$ cat src/rtl/traffic_monitor.sv
// Traffic light protocol monitor: decodes lamp patterns, checks phase sequencing and
// counts light cycles. Optional dwell-time checking is enabled by TRAFFIC_MON_DWELL_CHECK_EN.
module traffic_monitor #(
    parameter int unsigned MAX_DWELL = 16
) (
    input  logic       clk,
    input  logic       rst_n,
    input  logic       red,
    input  logic       amb,
    input  logic       gre,
    input  logic       clr,
    output logic [2:0] phase,
    output logic       err,
    output logic [1:0] err_code,
    output logic       err_pulse,
    output logic [7:0] cycles
);

    typedef enum logic {
        WAIT  = 1'b0,
        TRACK = 1'b1
    } state_t;

    typedef enum logic [2:0] {
        PH_DARK    = 3'd0,
        PH_RED     = 3'd1,
        PH_RED_AMB = 3'd2,
        PH_GREEN   = 3'd3,
        PH_AMBER   = 3'd4,
        PH_ILLEGAL = 3'd7
    } phase_t;

    if (MAX_DWELL < 2 || MAX_DWELL > 255) begin : g_bad_max_dwell
        $error("MAX_DWELL must lie in 2..255");
    end

    function automatic phase_t succ(input phase_t p);
        case (p)
            PH_DARK:    succ = PH_RED;
            PH_RED:     succ = PH_RED_AMB;
            PH_RED_AMB: succ = PH_GREEN;
            PH_GREEN:   succ = PH_AMBER;
            PH_AMBER:   succ = PH_RED;
            default:    succ = PH_ILLEGAL;
        endcase
    endfunction

    state_t     state_q, state_d;
    phase_t     phase_q, cur;
    logic       err_q, err_pulse_q;
    logic [1:0] err_code_q, viol;
    logic [7:0] cycles_q;
    logic       cyc_inc;

`ifdef TRAFFIC_MON_DWELL_CHECK_EN
    localparam logic [7:0] DWELL_LIMIT = 8'(MAX_DWELL);
    logic [7:0] dwell_q, dwell_d;
    logic       dwell_viol;
`endif

    always_comb begin
        case ({red, amb, gre})
            3'b000:  cur = PH_DARK;
            3'b100:  cur = PH_RED;
            3'b110:  cur = PH_RED_AMB;
            3'b001:  cur = PH_GREEN;
            3'b010:  cur = PH_AMBER;
            default: cur = PH_ILLEGAL;
        endcase

        state_d = state_q;
        viol    = 2'd0;
        cyc_inc = 1'b0;
        if (cur == PH_ILLEGAL) begin
            viol    = 2'd1;
            state_d = WAIT;
        end else if (state_q == WAIT) begin
            if (cur == PH_DARK || cur == PH_RED) state_d = TRACK;
            else                                 viol    = 2'd2;
        end else if (cur != phase_q && cur != succ(phase_q)) begin
            viol = 2'd2;
        end else if (phase_q == PH_AMBER && cur == PH_RED) begin
            cyc_inc = 1'b1;
        end

`ifdef TRAFFIC_MON_DWELL_CHECK_EN
        // Dwell only accumulates while a lit phase repeats, so it never collides with code 2
        // except in WAIT, where the transition error keeps priority.
        dwell_d    = dwell_q;
        dwell_viol = 1'b0;
        if (cur == PH_DARK || cur == PH_ILLEGAL) begin
            dwell_d = '0;
        end else if (cur != phase_q) begin
            dwell_d = 8'd1;
        end else if (dwell_q >= DWELL_LIMIT) begin
            dwell_viol = 1'b1;
            dwell_d    = 8'd1;
        end else begin
            dwell_d = dwell_q + 8'd1;
        end
        if (viol == 2'd0 && dwell_viol) viol = 2'd3;
`endif
    end

    always_ff @(posedge clk or negedge rst_n) begin
        if (!rst_n) begin
            state_q     <= WAIT;
            phase_q     <= PH_DARK;
            err_q       <= 1'b0;
            err_code_q  <= '0;
            err_pulse_q <= 1'b0;
            cycles_q    <= '0;
`ifdef TRAFFIC_MON_DWELL_CHECK_EN
            dwell_q     <= '0;
`endif
        end else begin
            state_q     <= state_d;
            phase_q     <= cur;
            err_pulse_q <= (viol != 2'd0);
            if (viol != 2'd0) begin
                err_q <= 1'b1;
                if (!err_q || clr) err_code_q <= viol;
            end else if (clr) begin
                err_q      <= 1'b0;
                err_code_q <= '0;
            end
            if (cyc_inc) cycles_q <= cycles_q + 8'd1;
`ifdef TRAFFIC_MON_DWELL_CHECK_EN
            dwell_q     <= dwell_d;
`endif
        end
    end

    assign phase     = phase_q;
    assign err       = err_q;
    assign err_code  = err_code_q;
    assign err_pulse = err_pulse_q;
    assign cycles    = cycles_q;

endmodule

$ cat config.mk
export PLATFORM = sky130hd
export DESIGN_NAME = traffic_monitor
export DESIGN_NICKNAME = d
export VERILOG_FILES = /design/src/rtl/traffic_monitor.sv
export SDC_FILE = /design/constraint.sdc
export NUM_CORES = 1
export LEC_CHECK = 0
export CORE_MARGIN = 3
export CORE_UTILIZATION = 35
export DETAILED_ROUTE_END_ITERATION = 12
export GPL_TIMING_DRIVEN = 0
export SYNTH_ARGS = -nofsm -noshare
export SYNTH_HDL_FRONTEND = slang
export SYNTH_SLANG_ARGS = --single-unit
$ cat constraint.sdc
create_clock -name clk -period 1.75 [get_ports clk]
set_clock_uncertainty 0.05 [all_clocks]
set_input_delay 0.175 -clock clk [delete_from_list [all_inputs] [get_ports clk]]
set_output_delay 0.175 -clock clk [all_outputs]
set_load 0.05 [all_outputs]
# Word-level counts from Yosys, hierarchy flattened
# Index checks and enable logic that the tools add are counted.
[totals]
wordCells = 52
inputBits = 6
ff_bits = 16
memories = 0
output_inout_bits = 15
latch_bits = 0
mem_bits_ro = 0
ramBits = 0
[op_classes]
reduce_logical = 12
mux = 20
bitwise = 0
mul = 0
n_addsub = 1
eq_ne = 13
n_lt_le_gt_ge = 0
div_mod_pow = 0
shift = 0
[ops]
columns = ["cell", "n"]
rows = [
  ["one-hot mux 3 bit (5 select lines)", 1],
  ["2-to-1 mux 2 bit", 7],
  ["equality test 3 bit (second input constant)", 4],
  ["one-hot mux 3 bit (4 select lines)", 1],
  ["equality test 3 x 1 -> 1 bit (second input constant)", 3],
  ["equality test 3 x 2 -> 1 bit (second input constant)", 3],
  ["logical NOT 3 bit", 3],
  ["2-to-1 mux 1 bit", 9],
  ["adder 8 x 1 -> 8 bit (second input constant)", 1],
  ["2-to-1 mux 3 bit", 2],
  ["!= test 3 bit", 2],
  ["nonzero test 2 bit", 2],
  ["logical AND 1 bit", 2],
  ["logical OR 1 bit", 2],
  ["!= test 2 x 1 -> 1 bit (second input constant)", 1],
  ["AND reduction 2 bit", 1],
  ["OR reduction 2 bit", 1],
  ["logical NOT 1 bit", 1],
]

# Longest topological paths before layout
[depth]
depth_word = 13
ltp_mapped = 6
mapped_depth_nobuf = 5

# Worst setup path before layout
# OpenSTA, ideal clock, no wires.
[synth_path]
path_type = "reg-to-reg"
startpoint = "register phase_q[1] (netlist: phase[1])"
endpoint = "register cycles_q[7] (netlist: cycles[7])"
required_ps = 1560
period_less_slack_ps = 1828
path_buffers = 0
setup_slack_ps = -78
t_arrival_ps = 1638
setup_ps = 140
path_stages_with_launch = 6
path_cell_list = "dfrtp_1 -> and4bb_1 -> nand3_2 -> nor3_2 -> nand3_1 -> xnor2_1"
[synth_between]
elab_chain_cells = 10
word_cells_on_any_way = 17
cone_classes = "eq/ne: 6; mux: 7; reduce/logical: 4"
[synth_rtl]
columns = ["item", "line", "rtl"]
rows = [
  ["from (decl)", "49", "phase_t phase_q, cur;"],
  ["from (signal assigned)", "118", "phase_q <= cur;"],
  ["equality test 3 bit / logical NOT 3 bit (equally long branches)", "38, 82", ""],
  ["OR reduction 2 bit (no line)", "n/a", ""],
  ["one-hot mux 3 bit (4 select lines)", "38", "case (p)"],
  ["2-to-1 mux 3 bit", "77", "end else if (state_q == WAIT) begin"],
  ["2-to-1 mux 3 bit", "74", "if (cur == PH_ILLEGAL) begin"],
  ["!= test 3 bit", "80", "end else if (cur != phase_q && cur != succ(phase_q)) begin"],
  ["logical AND 1 bit", "80", ""],
  ["2-to-1 mux 1 bit *", "80", ""],
  ["2-to-1 mux 1 bit *", "77", ""],
  ["2-to-1 mux 1 bit *", "74", ""],
  ["to (signal assigned)", "127", "if (cyc_inc) cycles_q <= cycles_q + 8'd1;"],
  ["to (decl)", "52", "logic [7:0] cycles_q;"],
]
# Mark *: on every way between the ends. The rest lies on a longest branch, timed or not. The select of a mux whose other input is x is not followed.
# A chain may end at the register's enable or synchronous reset.

# Worst setup path after layout
[layout_path]
startpoint = "register cycles_q[7] (netlist: cycles[7])"
endpoint = "output cycles[7]"
[layout_rtl]
columns = ["item", "line", "rtl"]
rows = [
  ["to (decl)", "16", "output logic [7:0] cycles"],
]
# No word-level cell between the ends.

==> flow_summary_export.csv <==
group,metric,value,unit
floorplanning,io_pins,21,
final_layout,area_growth,35.7,%
yosys,synth.yosys.seq_area_share,48.3,%
yosys,synth_top_area_share,48.3,%
critical_path,criticalPathCategory,"reg2out",
detailed_routing,firstDrtPassIters,4,
clock_network,cts_buffer_depth,2,
power_and_ir_drop,total_power,0.929,mW
critical_path,worstSetupEndpointType,"primary output",
yosys,synthTopCellsByCount,"16 x dfrtp_1, 7 x nor2_1, 6 x inv_1, 5 x nand3_1, 5 x xor2_1",
hold_path,min_path_type,"in2async",
clock_network,clock_sinks,16,
place,dp_hpwl,1.23,mm
yosys,async_flop_share,100,%
place,globalplace.congestion,0.700,
power_and_ir_drop,p_leak,0.578,nW
critical_path,required,1520,ps
critical_path,crit_slowest_cell,"clkdlybuf4s50_1",
final_layout,drive_gt1_share,17.3,%
floorplanning,die_w,54.7,um
final_layout,fillers,230,
critical_path,critPathBufInv,1,
detailed_routing,viasPerCell,5.01,
floorplanning,row_count,17,
timing,fmax,590,MHz
global_routing,track_usage,13.4,%
detailed_routing,vias,661,
floorplanning,die_height,54.7,um
final_layout,fin_area,1130,um^2
global_routing,grt_pass1_wl,2.85,mm
yosys,synth_fp_nets,85,
detailed_routing,drc,0,
clock_network,cts_made_buffers,3,
global_routing,grt_max_degree,17,
detailed_routing,post_drt_wl_per_cell,13.1,um
run_status,status,"completed",
critical_path,arrival,1470,ps
place,dp_cells,126,
timing,fin_hold_ws,268,ps
yosys,synth_warnings,0,
timing,finalCritPeriodShare,96.8,%
global_routing,antenna_found_initial,0,
global_routing,overflow,0,
timing,worst_pin_slew,756,ps
yosys,synth.area.top_cells,"dfrtp_1 48%, xor2_1 5.3%, nor2_1 3.2%",
job,maxCapViolations,0,
yosys,yosysUniqueCellTypes,33,
place,dpl_cell_area,1070,um^2
timing,relSlewSlack,49.5,%
critical_path,crit_chain,"clkdlybuf4s50_1",
timing,setup_violations,0,
detailed_routing,first_iter_violations,8,
clock_network,clock_latency,290,ps
power_and_ir_drop,vdd_ir_drop_max,0.000451,V
power_and_ir_drop,power_density,825,nW/um^2
yosys,ys.flop_type,"dfrtp_1",
timing,rsz0062_at_grt,"true",
floorplanning,start_util,37.1,%
yosys,synth_area_per_cell,10.6,um^2
critical_path,critical_path.top_delay_family,"buffers and inverters",
global_routing,grt_pass1_vias,606,
yosys,yosysTopAreaCell,"dfrtp_1",
floorplanning,coreArea,2230,um^2
place,port_buffers,20,
yosys,synthCells,78,
clock_network,clkTransAtPathRegs,100,ps
clock_network,root_buffer,"clkbuf_4",
floorplanning,dieArea,2990,um^2
critical_path,crit_path_max_incr_delay,800,ps
yosys,synth_seq_cells,16,
yosys,syn-cell-area,830,um^2
timing,hold_viol_final,0,
final_layout,antenna_cells,0,
detailed_routing,antenna_left,0,
timing,final.min_clock_period,1690,ps
timing,maxSlewViolCount,0,
final_layout,finalNonFillerCells,132,
final_layout,layout.nets,112,
clock_network,cts_tree,"done",
critical_path,cp_max_fo,2,
clock_network,cts_hold_buf,0,
yosys,synth-edff-count,0,
critical_path,critPathLaunchType,"register",
detailed_routing,wirelength,1.74,mm
clock_network,htree_levels,1,
yosys,yosysMostFrequentCell,"dfrtp_1",
## final timing paths
check | depth (start not counted) | from | endpoint | slack, ps
setup / recovery | 1 | cycles[7] | cycles[7] | 60
hold / removal | 1 | rst_n | cycles[4] | 270
setup reg to reg | 5 | phase[2] | err | 90
hold reg to reg | 1 | cycles[7] | cycles[7] | 420
max in group asynchronous | 1 | rst_n | phase[1] | 860
min in group clk | 1 | cycles[7] | cycles[7] | 420
## per-layer routing
metal | global-route usage [%] | vias to the layer above | share of wire [%]
li1 | - | 333 | -
met1 | 19.9 | 314 | 51
met2 | 18.5 | 10 | 45
met3 | 2.45 | 4 | 2.5
met4 | 6.22 | 0 | 1.4
met5 | 0 | - | 0
## stage by stage
step | util (%) | TNS (ps) | setup slack, ps
4_1_cts | 49.0 | 0 | 0.628
3_3_place_gp | 47.8 | -430 | -152
6_report | 50.4 | 0 | 56.5
3_5_place_dp | 47.8 | -544 | -169
2_1_floorplan | - | -17.9 | -17.9
5_1_grt | 50.4 | -5.31 | -5.31
## what timing repair did
item	in CTS	in global routing
pin swaps	0	0
buffers inserted	0	2
setup endpoints to repair	8	5
resized for setup	8	5
## layout make-up
class | instances | area (um^2) | share of cell area (%)
sequential | 16 | 403 | 35.8
multi-input combinational | 54 | 395 | 35.1
timing repair buffer | 22 | 215 | 19.1
clock buffer | 4 | 36.3 | 3.22
tap | 28 | 35.0 | 3.11
inverter | 6 | 22.5 | 2.00
buffer | 2 | 18.8 | 1.67
## cell usage in the layout, fill, tap and decap left out, types with 4 or more instances in the layout
master           instances
dfrtp_1                 14
clkdlybuf4s50_1          8
dlygate4sd2_1            8
nor2_1                   7
inv_1                    6
nand3_1                  5
xor2_1                   5
nand2_1                  4
o21ai_0                  4
dlymetal6s2s_1           4
## report_power, final
group | internal (mW) | leakage, nW | switching (mW)
sequential | 0.398 | 0.199 | 0.0330
combinational | 0.0890 | 0.358 | 0.156
clock | 0.127 | 0.0210 | 0.127
total | 0.614 | 0.578 | 0.316
## cell families after synthesis
logic type / synth area share (%)
fa+ha+maj: 1.51
buf+inv: 4.98
compound gates: 14.3
simple gates: 20.8
xor+xnor: 7.39
flops: 48.3
mux: 2.71
## state kept, by name, summed over array words and instances, names as in the netlist
name	count
cycles	8
phase	3
err_code	2
err	1
err_pulse	1
state_q	1
No activity file was read; power rests on OpenSTA's default activity.
